$ cat src/rtl/keyboard_pkg.sv
// -----------------------------------------------------------------------------
// keyboard_pkg
//
// Shared definitions for the four-voice keyboard arbiter:
//   - voice count, index / layer / period widths
//   - arbiter state encoding
//   - base tone half-period table (C4, D4, E4, F4 at a 50 MHz clock)
//   - pick_after(): cyclic "first set key after a given index" search
// -----------------------------------------------------------------------------
package keyboard_pkg;

    localparam int NUM_VOICES = 4;
    localparam int IDX_W      = 2;
    localparam int LAYER_W    = 3;
    localparam int PERIOD_W   = 19;

    typedef enum logic [1:0] {
        IDLE    = 2'd0,
        GRANT   = 2'd1,
        HANDOFF = 2'd2
    } arb_state_t;

    // Half-period of each voice in clk cycles at 50 MHz; element [0] is C4.
    localparam logic [NUM_VOICES-1:0][PERIOD_W-1:0] BASE_HALF_PERIOD = {
        19'd71586,  // [3] F4
        19'd75843,  // [2] E4
        19'd85131,  // [1] D4
        19'd95556   // [0] C4
    };

    typedef struct packed {
        logic             found;
        logic [IDX_W-1:0] idx;
    } voice_pick_t;

    // Search keys in cyclic order from_idx+1, from_idx+2, ..., from_idx itself
    // and return the first one that is set. Candidates are visited farthest
    // first so the nearest hit is the one that sticks. Starting from the last
    // voice makes this a plain lowest-index search.
    function automatic voice_pick_t pick_after(
        input logic [NUM_VOICES-1:0] keys,
        input logic [IDX_W-1:0]      from_idx
    );
        voice_pick_t      pick;
        logic [IDX_W-1:0] cand;
        pick.found = 1'b0;
        pick.idx   = from_idx;
        for (int k = NUM_VOICES; k >= 1; k--) begin
            cand = from_idx + IDX_W'(k);
            if (keys[cand]) begin
                pick.found = 1'b1;
                pick.idx   = cand;
            end
        end
        return pick;
    endfunction

endpackage

$ cat src/rtl/key_debounce.sv
// -----------------------------------------------------------------------------
// key_debounce
//
// Single-bit debouncer. The stable output follows the raw input only after the
// raw value has disagreed with it for DEBOUNCE_CYCLES consecutive cycles; any
// cycle where they agree again restarts the count.
//
// Ports:
//   clk    - system clock
//   reset  - synchronous active-high reset (stable and count cleared)
//   raw    - raw key input
//   stable - debounced key state
// -----------------------------------------------------------------------------
module key_debounce #(
    parameter int DEBOUNCE_CYCLES = 250000
) (
    input  logic clk,
    input  logic reset,
    input  logic raw,
    output logic stable
);

    localparam int CNT_W = (DEBOUNCE_CYCLES > 1) ? $clog2(DEBOUNCE_CYCLES) : 1;
    localparam logic [CNT_W-1:0] CNT_LAST = CNT_W'(DEBOUNCE_CYCLES - 1);

    logic             stable_reg;
    logic             stable_next;
    logic [CNT_W-1:0] cnt_reg;
    logic [CNT_W-1:0] cnt_next;

    always_comb begin
        stable_next = stable_reg;
        cnt_next    = cnt_reg;
        if (raw == stable_reg) begin
            cnt_next = '0;
        end else if (cnt_reg == CNT_LAST) begin
            // This is the DEBOUNCE_CYCLES-th consecutive disagreeing sample.
            stable_next = raw;
            cnt_next    = '0;
        end else begin
            cnt_next = cnt_reg + CNT_W'(1);
        end
    end

    always_ff @(posedge clk) begin
        if (reset) begin
            stable_reg <= 1'b0;
            cnt_reg    <= '0;
        end else begin
            stable_reg <= stable_next;
            cnt_reg    <= cnt_next;
        end
    end

    assign stable = stable_reg;

endmodule

$ cat src/rtl/voice_arbiter.sv
// -----------------------------------------------------------------------------
// voice_arbiter
//
// Time-slices one tone generator among four debounced key voices. A voice owns
// the generator for SLOT_CYCLES cycles (or until its key is released), then a
// one-cycle HANDOFF picks the next held key in round-robin order.
//
// Ports:
//   clk         - 50 MHz system clock
//   reset       - synchronous active-high reset
//   note[3:0]   - raw key requests, one per voice, active-high
//   layer[2:0]  - octave shift (right shift of the half-period)
//   grant_valid - high while a voice owns the tone generator
//   grant_idx   - owning voice index
//   half_period - tone half-period in clk cycles (0 when nothing is granted)
//   slot_start  - one-cycle pulse on the first cycle of each grant
// -----------------------------------------------------------------------------
module voice_arbiter
    import keyboard_pkg::*;
#(
    parameter int SLOT_CYCLES     = 50000,
    parameter int DEBOUNCE_CYCLES = 250000
) (
    input  logic                  clk,
    input  logic                  reset,
    input  logic [NUM_VOICES-1:0] note,
    input  logic [LAYER_W-1:0]    layer,
    output logic                  grant_valid,
    output logic [IDX_W-1:0]      grant_idx,
    output logic [PERIOD_W-1:0]   half_period,
    output logic                  slot_start
);

    localparam int SLOT_W = (SLOT_CYCLES > 1) ? $clog2(SLOT_CYCLES) : 1;
    localparam logic [SLOT_W-1:0] SLOT_LAST = SLOT_W'(SLOT_CYCLES - 1);

    // -------------------------------------------------------------------------
    // Per-voice debouncers
    // -------------------------------------------------------------------------
    logic [NUM_VOICES-1:0] stable_keys;

    for (genvar gi = 0; gi < NUM_VOICES; gi++) begin : g_debounce
        key_debounce #(
            .DEBOUNCE_CYCLES (DEBOUNCE_CYCLES)
        ) u_debounce (
            .clk    (clk),
            .reset  (reset),
            .raw    (note[gi]),
            .stable (stable_keys[gi])
        );
    end

    // -------------------------------------------------------------------------
    // Arbiter state
    // -------------------------------------------------------------------------
    arb_state_t        state_reg;
    arb_state_t        state_next;
    logic [IDX_W-1:0]  grant_idx_reg;
    logic [IDX_W-1:0]  grant_idx_next;
    logic [SLOT_W-1:0] slot_cnt_reg;
    logic [SLOT_W-1:0] slot_cnt_next;
    // Set once the first grant after reset has been issued; until then an
    // IDLE->GRANT decision takes the lowest held index instead of rotating.
    logic              rr_armed_reg;
    logic              rr_armed_next;

    voice_pick_t       pick;

    always_comb begin
        state_next     = state_reg;
        grant_idx_next = grant_idx_reg;
        slot_cnt_next  = slot_cnt_reg;
        rr_armed_next  = rr_armed_reg;

        // Searching after the last voice yields the lowest held index.
        pick = pick_after(stable_keys,
                          rr_armed_reg ? grant_idx_reg : IDX_W'(NUM_VOICES - 1));

        case (state_reg)
            IDLE: begin
                slot_cnt_next = '0;
                if (pick.found) begin
                    state_next     = GRANT;
                    grant_idx_next = pick.idx;
                    rr_armed_next  = 1'b1;
                end
            end

            GRANT: begin
                // Slot expiry or release of the owning key both end the slot;
                // newly pressed keys wait for the HANDOFF decision.
                if (!stable_keys[grant_idx_reg] || (slot_cnt_reg == SLOT_LAST)) begin
                    state_next    = HANDOFF;
                    slot_cnt_next = '0;
                end else begin
                    slot_cnt_next = slot_cnt_reg + SLOT_W'(1);
                end
            end

            HANDOFF: begin
                slot_cnt_next = '0;
                if (pick.found) begin
                    state_next     = GRANT;
                    grant_idx_next = pick.idx;
                end else begin
                    state_next = IDLE;
                end
            end

            default: begin
                state_next    = IDLE;
                slot_cnt_next = '0;
            end
        endcase
    end

    always_ff @(posedge clk) begin
        if (reset) begin
            state_reg     <= IDLE;
            grant_idx_reg <= '0;
            slot_cnt_reg  <= '0;
            rr_armed_reg  <= 1'b0;
        end else begin
            state_reg     <= state_next;
            grant_idx_reg <= grant_idx_next;
            slot_cnt_reg  <= slot_cnt_next;
            rr_armed_reg  <= rr_armed_next;
        end
    end

    // -------------------------------------------------------------------------
    // Outputs
    // -------------------------------------------------------------------------
    // The slot counter is zero only on the first cycle of a grant, so the
    // start pulse needs no extra register.
    assign grant_valid = (state_reg == GRANT);
    assign grant_idx   = grant_idx_reg;
    assign slot_start  = grant_valid && (slot_cnt_reg == '0);

    // Layer feeds the shifter directly so an octave change lands in the same
    // cycle without touching the slot timing.
    assign half_period = grant_valid ? (BASE_HALF_PERIOD[grant_idx_reg] >> layer)
                                     : '0;

endmodule

$ cat config.mk
export PLATFORM = sky130hd
export DESIGN_NAME = voice_arbiter
export DESIGN_NICKNAME = d
export VERILOG_FILES = /design/src/rtl/keyboard_pkg.sv /design/src/rtl/key_debounce.sv /design/src/rtl/voice_arbiter.sv
export SDC_FILE = /design/constraint.sdc
export NUM_CORES = 1
export LEC_CHECK = 0
export BUFFER_PORTS_ARGS = -buffer_cell sky130_fd_sc_hd__buf_2
export CELL_PAD_IN_SITES_DETAIL_PLACEMENT = 1
export CELL_PAD_IN_SITES_GLOBAL_PLACEMENT = 1
export CORE_MARGIN = 2
export CORE_UTILIZATION = 34
export CTS_CLUSTER_DIAMETER = 120
export DETAILED_ROUTE_END_ITERATION = 8
export PLACE_DENSITY_LB_ADDON = 0.1
export SKIP_CTS_REPAIR_TIMING = 1
export SYNTH_ARGS = -nofsm -noshare
export SYNTH_HDL_FRONTEND = slang
export SYNTH_SLANG_ARGS = --single-unit
$ cat constraint.sdc
create_clock -name clk -period 2.4 [get_ports clk]
set_input_delay 0.48 -clock clk [delete_from_list [all_inputs] [get_ports clk]]
set_output_delay 0.48 -clock clk [all_outputs]
set_load 0.01 [all_outputs]
==> metrics <==
outcome finished clean; core area 14,600 µm²; Syn-to-layout area delta 15.5%; worst hold path type in -> reg; Syn Inst Count 619; share of flip-flops with an asynchronous set or reset 0%; commonest non-fill, non-tap cell in the layout nor2_1; endpoint class of the critical path output pin; worst-path maximum fanout 6; Layout Utilization 40.2%; Clk Tree Root Cell clkbuf_16; Final Hold Viols 0; H-tree depth 3; Setup CP Type reg -> out; Die ar. 15,900 µm²; Max clock buf depth 2; cts bufs inserted 9; Final setup viols 0; number of flip-flops in the largest register 72; startpoint types register; Leak 0.00207 µW; Pwr Total 3320 µW; Syn. warnings 0; WP data arrival 1.84 ns; ratio of cells with drive above 1 in the final layout 14.9%; Die Y 126 µm; row count 44; register area share after synthesis 38.2%; final worst-path cycle share 96.5%; met2 WL 5.54 mm; CTS clock-pin slew for the worst setup and hold paths 0.06 ns; largest net degree at the start of global routing 33; Clock Sinks 97; R2R Path Start g_debounce[0].u_debounce.cnt_reg[0]$_SDFF_PP0_; Max Clock Skew 0.00536 ns; Initial Util 34.8%; pwr dens 566 nW/µm²; drc violations 0; worst skew pair latency 0.35 ns; Syn Area/Cell 8.21 µm²; CP endpoint half_period[7]; worst setup path startpoint grant_idx[1]$_SDFFE_PP0P_; Max Used Layer met4; ys flop type dfxtp_1; Final Wtd Congestion 0.788; max-cap viol count 0; RSZ-0062 raised after global routing true; number of diodes 0; Synth Register Bits 97; dpl hpwl 8.24 mm; total vias in the final route 4,255; All-Layer GR Usage 15.4%; setup TNS 0 ns; routed len/inst 13.8 µm; worst slew pin tran 0.705 ns; number of global-route vias before repair 4,220; WHS 0.416 ns; Pre-antenna DRT Iters 4; CTS tree done; vias per cell 5.07; first-pass GRT wire length 20.2 mm; Pins Over Slew Limit 0; DRT iter0 DRCs 139; Worst Reg-to-Reg Cells 5; Post-synth EDFFs 0; Ports 32; initial antenna violation count 0; routed wl met3 285 µm; GRT overflow 0; Crit path required time 1.92 ns; Post-Syn Area 5080 µm²; f_max 432 MHz; R2R setup slack 0.47 ns; synth unique cells 57; IO Port Bufs 29; worst vdd ir 0.327 mV; clock period minus worst slack 2.32 ns; M1 WL 5.62 mm; most frequent cells in the layout nor2_1 (128), dfxtp_1 (95), xor2_1 (50); net count reported at finish 673; reg-to-reg endpoint g_debounce[0].u_debounce.cnt_reg[8]$_SDFF_PP0_; Slew HR 52.6%; Die W 126 µm; remaining antenna violation count 0; WL final 11.6 mm
[power breakdown]
part | leakage [µW] | switching [µW] | total, µW | internal, µW
logic | 0.00115 | 145 | 243 | 97.4
registers | 0.000783 | 7.85 | 1630 | 1620
clock network | 0.000142 | 595 | 1460 | 860
total | 0.00207 | 749 | 3320 | 2580
[routing by layer]
layer	GRT usage, %	vias up
met5	0	-
met1	19.5	2053
met4	4.40	0
met3	4.21	9
li1	-	2164
met2	25.6	29
[worst max-delay path, cell delays in order (launching register included)]
cell and delay (ns):
dfxtp_2 0.34, inv_2 0.06, ha_4 0.26, buf_4 0.16
o21ai_1 0.13, nand2_1 0.07, o31a_1 0.10, o2111a_1 0.23
buf_2 0.14
[area by class of cell]
cell class,instances,area [µm²]
fillers,1736,8720
multi-input cells,477,3030
flip-flops and latches,97,1940
repair buffers,47,295
clock buffers,13,260
well taps,184,230
inverters,20,75.1
clock inverters,2,37.5
[through the flow]
stage / cell area, µm² / instances / setup WS, ns
3_3_place_gp: 5380 / 818 / 0.197
5_1_grt: 5870 / 840 / -0.0150
6_report: 5870 / 840 / 0.0849
3_5_place_dp: 5380 / 818 / 0.213
4_1_cts: 5670 / 833 / -0.161
2_1_floorplan: 5080 / 620 / 0.0372
[synth_stat cells, types with 10 or more instances]
| cell | count | area (µm²) |
|---|---|---|
| a21oi_1 | 18 | 90.1 |
| and3_1 | 15 | 93.8 |
| dfxtp_1 | 97 | 1940 |
| ha_1 | 12 | 150 |
| inv_1 | 19 | 71.3 |
| nand2_1 | 39 | 146 |
| nand2b_1 | 11 | 68.8 |
| nand3_1 | 40 | 200 |
| nand4_1 | 15 | 93.8 |
| nor2_1 | 132 | 495 |
| nor3_1 | 16 | 80.1 |
| o21ai_0 | 10 | 50.1 |
| xnor2_1 | 33 | 289 |
| xor2_1 | 50 | 438 |
[worst min path at each step]
stage	slack, ns	to	from	depth (start not counted)
detailed placement	0.45	g_debounce[1].u_debounce.cnt_reg[0]$_SDFF_PP0_	g_debounce[1].u_debounce.cnt_reg[0]$_SDFF_PP0_	1
global placement	0.43	g_debounce[1].u_debounce.cnt_reg[0]$_SDFF_PP0_	g_debounce[1].u_debounce.cnt_reg[0]$_SDFF_PP0_	1
finish	0.42	g_debounce[2].u_debounce.stable$_SDFFE_PP0P_	note[2]	3
floorplan	0.42	g_debounce[1].u_debounce.cnt_reg[0]$_SDFF_PP0_	g_debounce[1].u_debounce.cnt_reg[0]$_SDFF_PP0_	1
global route	0.43	g_debounce[0].u_debounce.stable$_SDFFE_PP0P_	note[0]	3
CTS	0.40	g_debounce[2].u_debounce.stable$_SDFFE_PP0P_	note[2]	3
[kinds of logic after synthesis]
logic type | after synthesis | synth area share [%]
mux | 9 | 2.09
other cells | 1 | 0.0738
compound gates | 59 | 7.86
flops | 97 | 38.2
simple gates | 312 | 29.7
buf+inv | 46 | 4.75
xor+xnor | 83 | 14.3
fa+ha+maj | 12 | 2.96
(Power assumes the default switching activity.)
